File: src/rtl/mix_column_seq.sv
// mix_column_seq: sequential AES MixColumns over a 128-bit state, COLS_PER_CYCLE columns per clock
// Ports: clk/rst_n (sync active-low); in_valid/in_ready/dataIn/bypass accept a state;
//        out_valid/out_ready/dataOut deliver the mixed (or bypassed) state; busy = not IDLE.
// Column c of a state sits at bits [127-32c : 96-32c], byte 0 in the column's MSB byte.
module mix_column_seq #(
    parameter int COLS_PER_CYCLE = 1
) (
    input  logic         clk,
    input  logic         rst_n,
    input  logic         in_valid,
    output logic         in_ready,
    input  logic [127:0] dataIn,
    input  logic         bypass,
    output logic         out_valid,
    input  logic         out_ready,
    output logic [127:0] dataOut,
    output logic         busy
);
    if (!(COLS_PER_CYCLE == 1 || COLS_PER_CYCLE == 2 || COLS_PER_CYCLE == 4)) begin : gBadCols
        $error("mix_column_seq: COLS_PER_CYCLE must be 1, 2 or 4");
    end

    typedef enum logic [1:0] {IDLE, BUSY, DONE} state_t;

    state_t       state, stateNext;
    logic [1:0]   counter, counterNext;
    logic [127:0] workReg, workNext, mixedState, outReg, outNext;
    logic         readyReg;
    logic [31:0]  colIn  [COLS_PER_CYCLE];
    logic [31:0]  colOut [COLS_PER_CYCLE];

    function automatic logic [7:0] xtime(input logic [7:0] b);
        return {b[6:0], 1'b0} ^ (b[7] ? 8'h1b : 8'h00);
    endfunction

    function automatic logic [31:0] mixColumn(input logic [31:0] a);
        logic [7:0] a0, a1, a2, a3;
        {a0, a1, a2, a3} = a;
        return {xtime(a0) ^ xtime(a1) ^ a1 ^ a2 ^ a3,
                a0 ^ xtime(a1) ^ xtime(a2) ^ a2 ^ a3,
                a0 ^ a1 ^ xtime(a2) ^ xtime(a3) ^ a3,
                xtime(a0) ^ a0 ^ a1 ^ a2 ^ xtime(a3)};
    endfunction

    // One mix unit per lane; lane g works on column counter+g, whose LSB sits at (3-idx)*32.
    for (genvar g = 0; g < COLS_PER_CYCLE; g++) begin : gUnit
        logic [1:0] idx;
        assign idx       = counter + 2'(g);
        assign colIn[g]  = workReg[{~idx, 5'b0} +: 32];
        assign colOut[g] = mixColumn(colIn[g]);
    end

    // Column c belongs to the group starting at c - c%N and is produced by lane c%N.
    always_comb begin
        mixedState = workReg;
        for (int c = 0; c < 4; c++)
            if (counter == 2'(c - c % COLS_PER_CYCLE))
                mixedState[(3 - c) * 32 +: 32] = colOut[c % COLS_PER_CYCLE];
    end

    always_comb begin
        stateNext   = state;
        counterNext = counter;
        workNext    = workReg;
        outNext     = outReg;
        case (state)
            IDLE: if (in_valid && readyReg) begin
                workNext    = dataIn;
                counterNext = 2'd0;
                stateNext   = bypass ? DONE : BUSY;
                outNext     = bypass ? dataIn : outReg;
            end
            BUSY: begin
                workNext    = mixedState;
                counterNext = counter + 2'(COLS_PER_CYCLE);
                stateNext   = (counter == 2'(4 - COLS_PER_CYCLE)) ? DONE : BUSY;
                outNext     = (counter == 2'(4 - COLS_PER_CYCLE)) ? mixedState : outReg;
            end
            DONE: stateNext = out_ready ? IDLE : DONE;
            default: stateNext = IDLE;
        endcase
    end

    // in_ready is registered so it stays low through the reset cycle and rises on the first edge after.
    always_ff @(posedge clk) begin
        if (!rst_n) begin
            state    <= IDLE;
            counter  <= 2'd0;
            workReg  <= '0;
            outReg   <= '0;
            readyReg <= 1'b0;
        end else begin
            state    <= stateNext;
            counter  <= counterNext;
            workReg  <= workNext;
            outReg   <= outNext;
            readyReg <= (stateNext == IDLE);
        end
    end

    assign in_ready  = readyReg;
    assign out_valid = (state == DONE);
    assign busy      = (state != IDLE);
    assign dataOut   = outReg;
endmodule

File: config.mk
export PLATFORM = sky130hd
export DESIGN_NAME = mix_column_seq
export DESIGN_NICKNAME = d
export VERILOG_FILES = /design/src/rtl/mix_column_seq.sv
export SDC_FILE = /design/constraint.sdc
export NUM_CORES = 1
export LEC_CHECK = 0
export CORE_MARGIN = 4
export CORE_UTILIZATION = 47
export DETAILED_ROUTE_END_ITERATION = 8
export PLACE_DENSITY = 0.74
export SYNTH_ARGS = -nofsm -noshare
export SYNTH_HDL_FRONTEND = slang
export SYNTH_SLANG_ARGS = --single-unit
export TNS_END_PERCENT = 10
File: constraint.sdc
create_clock -name clk -period 4.2 [get_ports clk]
set_input_delay 1.05 -clock clk [delete_from_list [all_inputs] [get_ports clk]]
set_output_delay 1.05 -clock clk [all_outputs]
set_load 0.01 [all_outputs]
==> results.yml <==
clock_tree:
  cts.clk_slew.worst_paths_ns: 0.06
  number_of_gates_resized_after_cts: 0
  clk_path_buf_depth: 3
  clockRootBuffer: "sky130_fd_sc_hd__clkbuf_16"
  cts_hold_buf: 0
  cts_num_sinks: 261
  cts_htree_levels: 1
  cts_made_buffers: 28
  clk_latency_ns: 0.57
  cts_tree: "built"
  post-cts-setup-buffers: 0
final_layout:
  final_nets: 1756
  fill_cells: 2375
  final_cells: 2019
  drive_above_1_share: 0.0987
  antenna_cells_inserted: 0
  utilization: 0.612
  syn_to_final_growth_pct: 28.4
  finalInstanceArea_um2: 17000
synthesis:
  postSynthCellCount: 1439
  post-synth-top-count-cell: "sky130_fd_sc_hd__dfxtp_1"
  yosys_most_used_dff: "sky130_fd_sc_hd__dfxtp_1"
  synthesis.area_um2: 13300
  ys_top_cells_by_area: "sky130_fd_sc_hd__dfxtp_1, sky130_fd_sc_hd__nor3b_1, sky130_fd_sc_hd__xnor3_1, sky130_fd_sc_hd__nand2_1, sky130_fd_sc_hd__mux4_2"
  synth_fp_nets: 1576
  yosys_warnings: 0
  post_synth_edffs: 0
  seq_total_area_yosys: 0.394
  ys_top_cells_by_count: "sky130_fd_sc_hd__dfxtp_1, sky130_fd_sc_hd__nand2_1, sky130_fd_sc_hd__o21ai_0"
  async_flop_share: 0
  number_of_storage_elements_in_the_synthesis_netlist: 261
  synth_area_leader_cell: "sky130_fd_sc_hd__dfxtp_1"
  count_of_unique_library_cells_instantiated_by_yosys: 46
  post-synth-top-area-fraction: 0.394
  synth_area_per_cell_um2: 9.23
die:
  die_wd_um: 176
  floorplan.die.height_um: 176
  top_level_ports: 264
  row_count: 61
  core_box_area_um2: 27900
  starting_density: 0.477
  floorplan.die_area_um2: 31000
global_routing:
  antenna_found_initial: 1
  pin_count_of_the_biggest_net_entering_global_routing: 100
  grt_pass1_vias: 11900
  total_global_routing_track_utilization: 0.297
  grt.overflow.total: 0
  grt_first_pass_wirelength_um: 72300
critical_path:
  r2r_end: "dataOut[69]$_SDFFE_PN0P_"
  cp_data_arrival_time_ns: 3.77
  setup.reg_to_reg.worst_slack_ns: 0.91
  r2r_start: "counter[1]$_SDFFE_PN0P_"
  worstPathRequired_ns: 4.68
  crit_path_max_fanout: 16
  worst-setup-path-type: "reg2reg"
  crit_start: "counter[1]$_SDFFE_PN0P_"
  end_kind: "flip-flop"
  crit_path_start_kind: "flip-flop"
  worst-r2r-cell-count: 6
route:
  drt_first_pass_iters: 6
  detail_route.wl_per_cell_um: 24.0
  route.antenna.remaining_nets: 0
  initialDrtViolationCount: 1666
  routed-via-count: 12700
  wirelength_um: 48400
  remaining_drc_errors: 0
  detail_route.vias_per_cell: 6.30
timing:
  grt_setup_unrepaired: "false"
  final-hold-violation-count: 0
  setup_violations: 0
  final_worst_slack_ns: 0.909
  slew-limit-headroom: 0.234
  drv_slew: 0
  final.min_clock_period_ns: 3.29
  timing_worst_slew_pin_value_ns: 1.15
  timing.clock.skew_ns: 0.0241
  setup_total_negative_slack_ns: 0
  fmaxAchievable_ghz: 0.304
  timing.final.crit_share: 0.784
power:
  pwr_density_cell_nw_per_um2: 420
  ir_drop_v: 0.000330
  static_power_due_to_leakage_nw: 5.84
placed_design:
  hpwlAfterDp_um: 34200
  dpl_worst_slack_ns: 0.872
  globalplace.congestion: 0.983
  postPlaceCellArea_um2: 16100
  port_buf_inserts: 263
  dpl.cell_count: 1967
job:
  max_cap_viol_count: 0
worst_hold_path:
  holdCritPathClass: "reg2reg"
  whs_path_depth: 2
  timing.hold.worst_endpoint: "dataOut[125]$_SDFFE_PN0P_"
  min_delay_startpoint: "dataOut[125]$_SDFFE_PN0P_"
status:
  status: "finished, final reports clean"
[cell usage in the layout, fill, tap and decap left out, types with 12 or more instances in the layout]
cell	netlist	routed
sky130_fd_sc_hd__clkdlybuf4s50_1	0	262
sky130_fd_sc_hd__dfxtp_1	261	260
sky130_fd_sc_hd__o21ai_1	12	12
sky130_fd_sc_hd__a221oi_2	19	19
sky130_fd_sc_hd__xnor3_1	35	35
sky130_fd_sc_hd__a21oi_1	122	121
sky130_fd_sc_hd__xnor2_1	13	13
sky130_fd_sc_hd__o311ai_0	12	12
sky130_fd_sc_hd__buf_4	1	30
sky130_fd_sc_hd__mux4_2	32	32
sky130_fd_sc_hd__o21ai_0	135	135
sky130_fd_sc_hd__or3b_2	16	16
sky130_fd_sc_hd__a221oi_1	41	41
sky130_fd_sc_hd__nand2_1	209	208
sky130_fd_sc_hd__nor2_1	22	19
sky130_fd_sc_hd__inv_1	15	14
sky130_fd_sc_hd__clkbuf_16	0	28
sky130_fd_sc_hd__o22ai_1	60	60
sky130_fd_sc_hd__a31oi_1	54	54
sky130_fd_sc_hd__and2_1	21	21
sky130_fd_sc_hd__a22oi_1	49	49
sky130_fd_sc_hd__xor2_1	12	12
sky130_fd_sc_hd__nor3b_1	113	113
[report_power, final]
group / switching, mW / internal (mW) / total [mW]
Clock: 1.04 / 1.41 / 2.45
Combinational: 1.07 / 0.814 / 1.89
Sequential: 0.174 / 2.64 / 2.82
Total: 2.29 / 4.86 / 7.15
[layout make-up]
| cell class | count | area [um^2] | share of cell area |
|---|---|---|---|
| clock buffers | 48 | 876 | 0.0514 |
| clock inverters | 4 | 31.3 | 0.00183 |
| inverters | 15 | 56.3 | 0.00330 |
| multi-input cells | 1016 | 7440 | 0.436 |
| flip-flops and latches | 261 | 5230 | 0.307 |
| well taps | 378 | 473 | 0.0277 |
| repair buffers | 297 | 2950 | 0.173 |
[stage by stage]
stage	power, mW	hold slack [ns]
finish	7.15	0.471
global route	7.33	0.486
CTS	7.09	0.469
detailed placement	4.68	0.460
global placement	4.66	0.450
floorplan	3.86	0.433
[critical path, cell delays in order (launching register included)]
cell,delay (ns)
sky130_fd_sc_hd__dfxtp_2,0.64
sky130_fd_sc_hd__buf_4,0.37
sky130_fd_sc_hd__mux4_2,0.63
sky130_fd_sc_hd__xnor3_1,0.40
sky130_fd_sc_hd__xnor2_1,0.65
sky130_fd_sc_hd__a221oi_1,0.29
sky130_fd_sc_hd__o22ai_1,0.23
[registers in the layout, summed over array words and instances, names as in the netlist]
signal / flops
state: 2
workReg: 128
dataOut: 128
in_ready: 1
counter: 2
[cells by family (layout without fill, tap and decap cells)]
family / after synthesis / count (layout) / share of synthesized area
compound gates: 513 / 513 / 0.245
fa+ha+maj: 4 / 4 / 0.00377
mux: 32 / 32 / 0.0543
simple gates: 393 / 393 / 0.156
buf+inv: 162 / 364 / 0.0488
flops: 261 / 261 / 0.394
xor+xnor: 74 / 74 / 0.0987
[how the worst max path moves through the flow]
stage	endpoint	slack [ns]	depth (start not counted)
final	dataOut[69]$_SDFFE_PN0P_	0.91	6
after global routing	workReg[69]$_SDFFE_PN0P_	0.80	6
after CTS	dataOut[69]$_SDFFE_PN0P_	0.97	6
after detailed placement	dataOut[113]$_SDFFE_PN0P_	0.87	7
after global placement	dataOut[116]$_SDFFE_PN0P_	0.93	7
after floorplan	dataOut[126]$_SDFFE_PN0P_	1.60	6
[layer usage]
metal | vias up | part of all wire | global-route usage
li1 | 5711 | - | -
met1 | 6157 | 0.42 | 0.439
met2 | 762 | 0.43 | 0.439
met3 | 95 | 0.11 | 0.0552
met4 | 0 | 0.034 | 0.0997
met5 | - | 0 | 0
(Power assumes the default switching activity.)
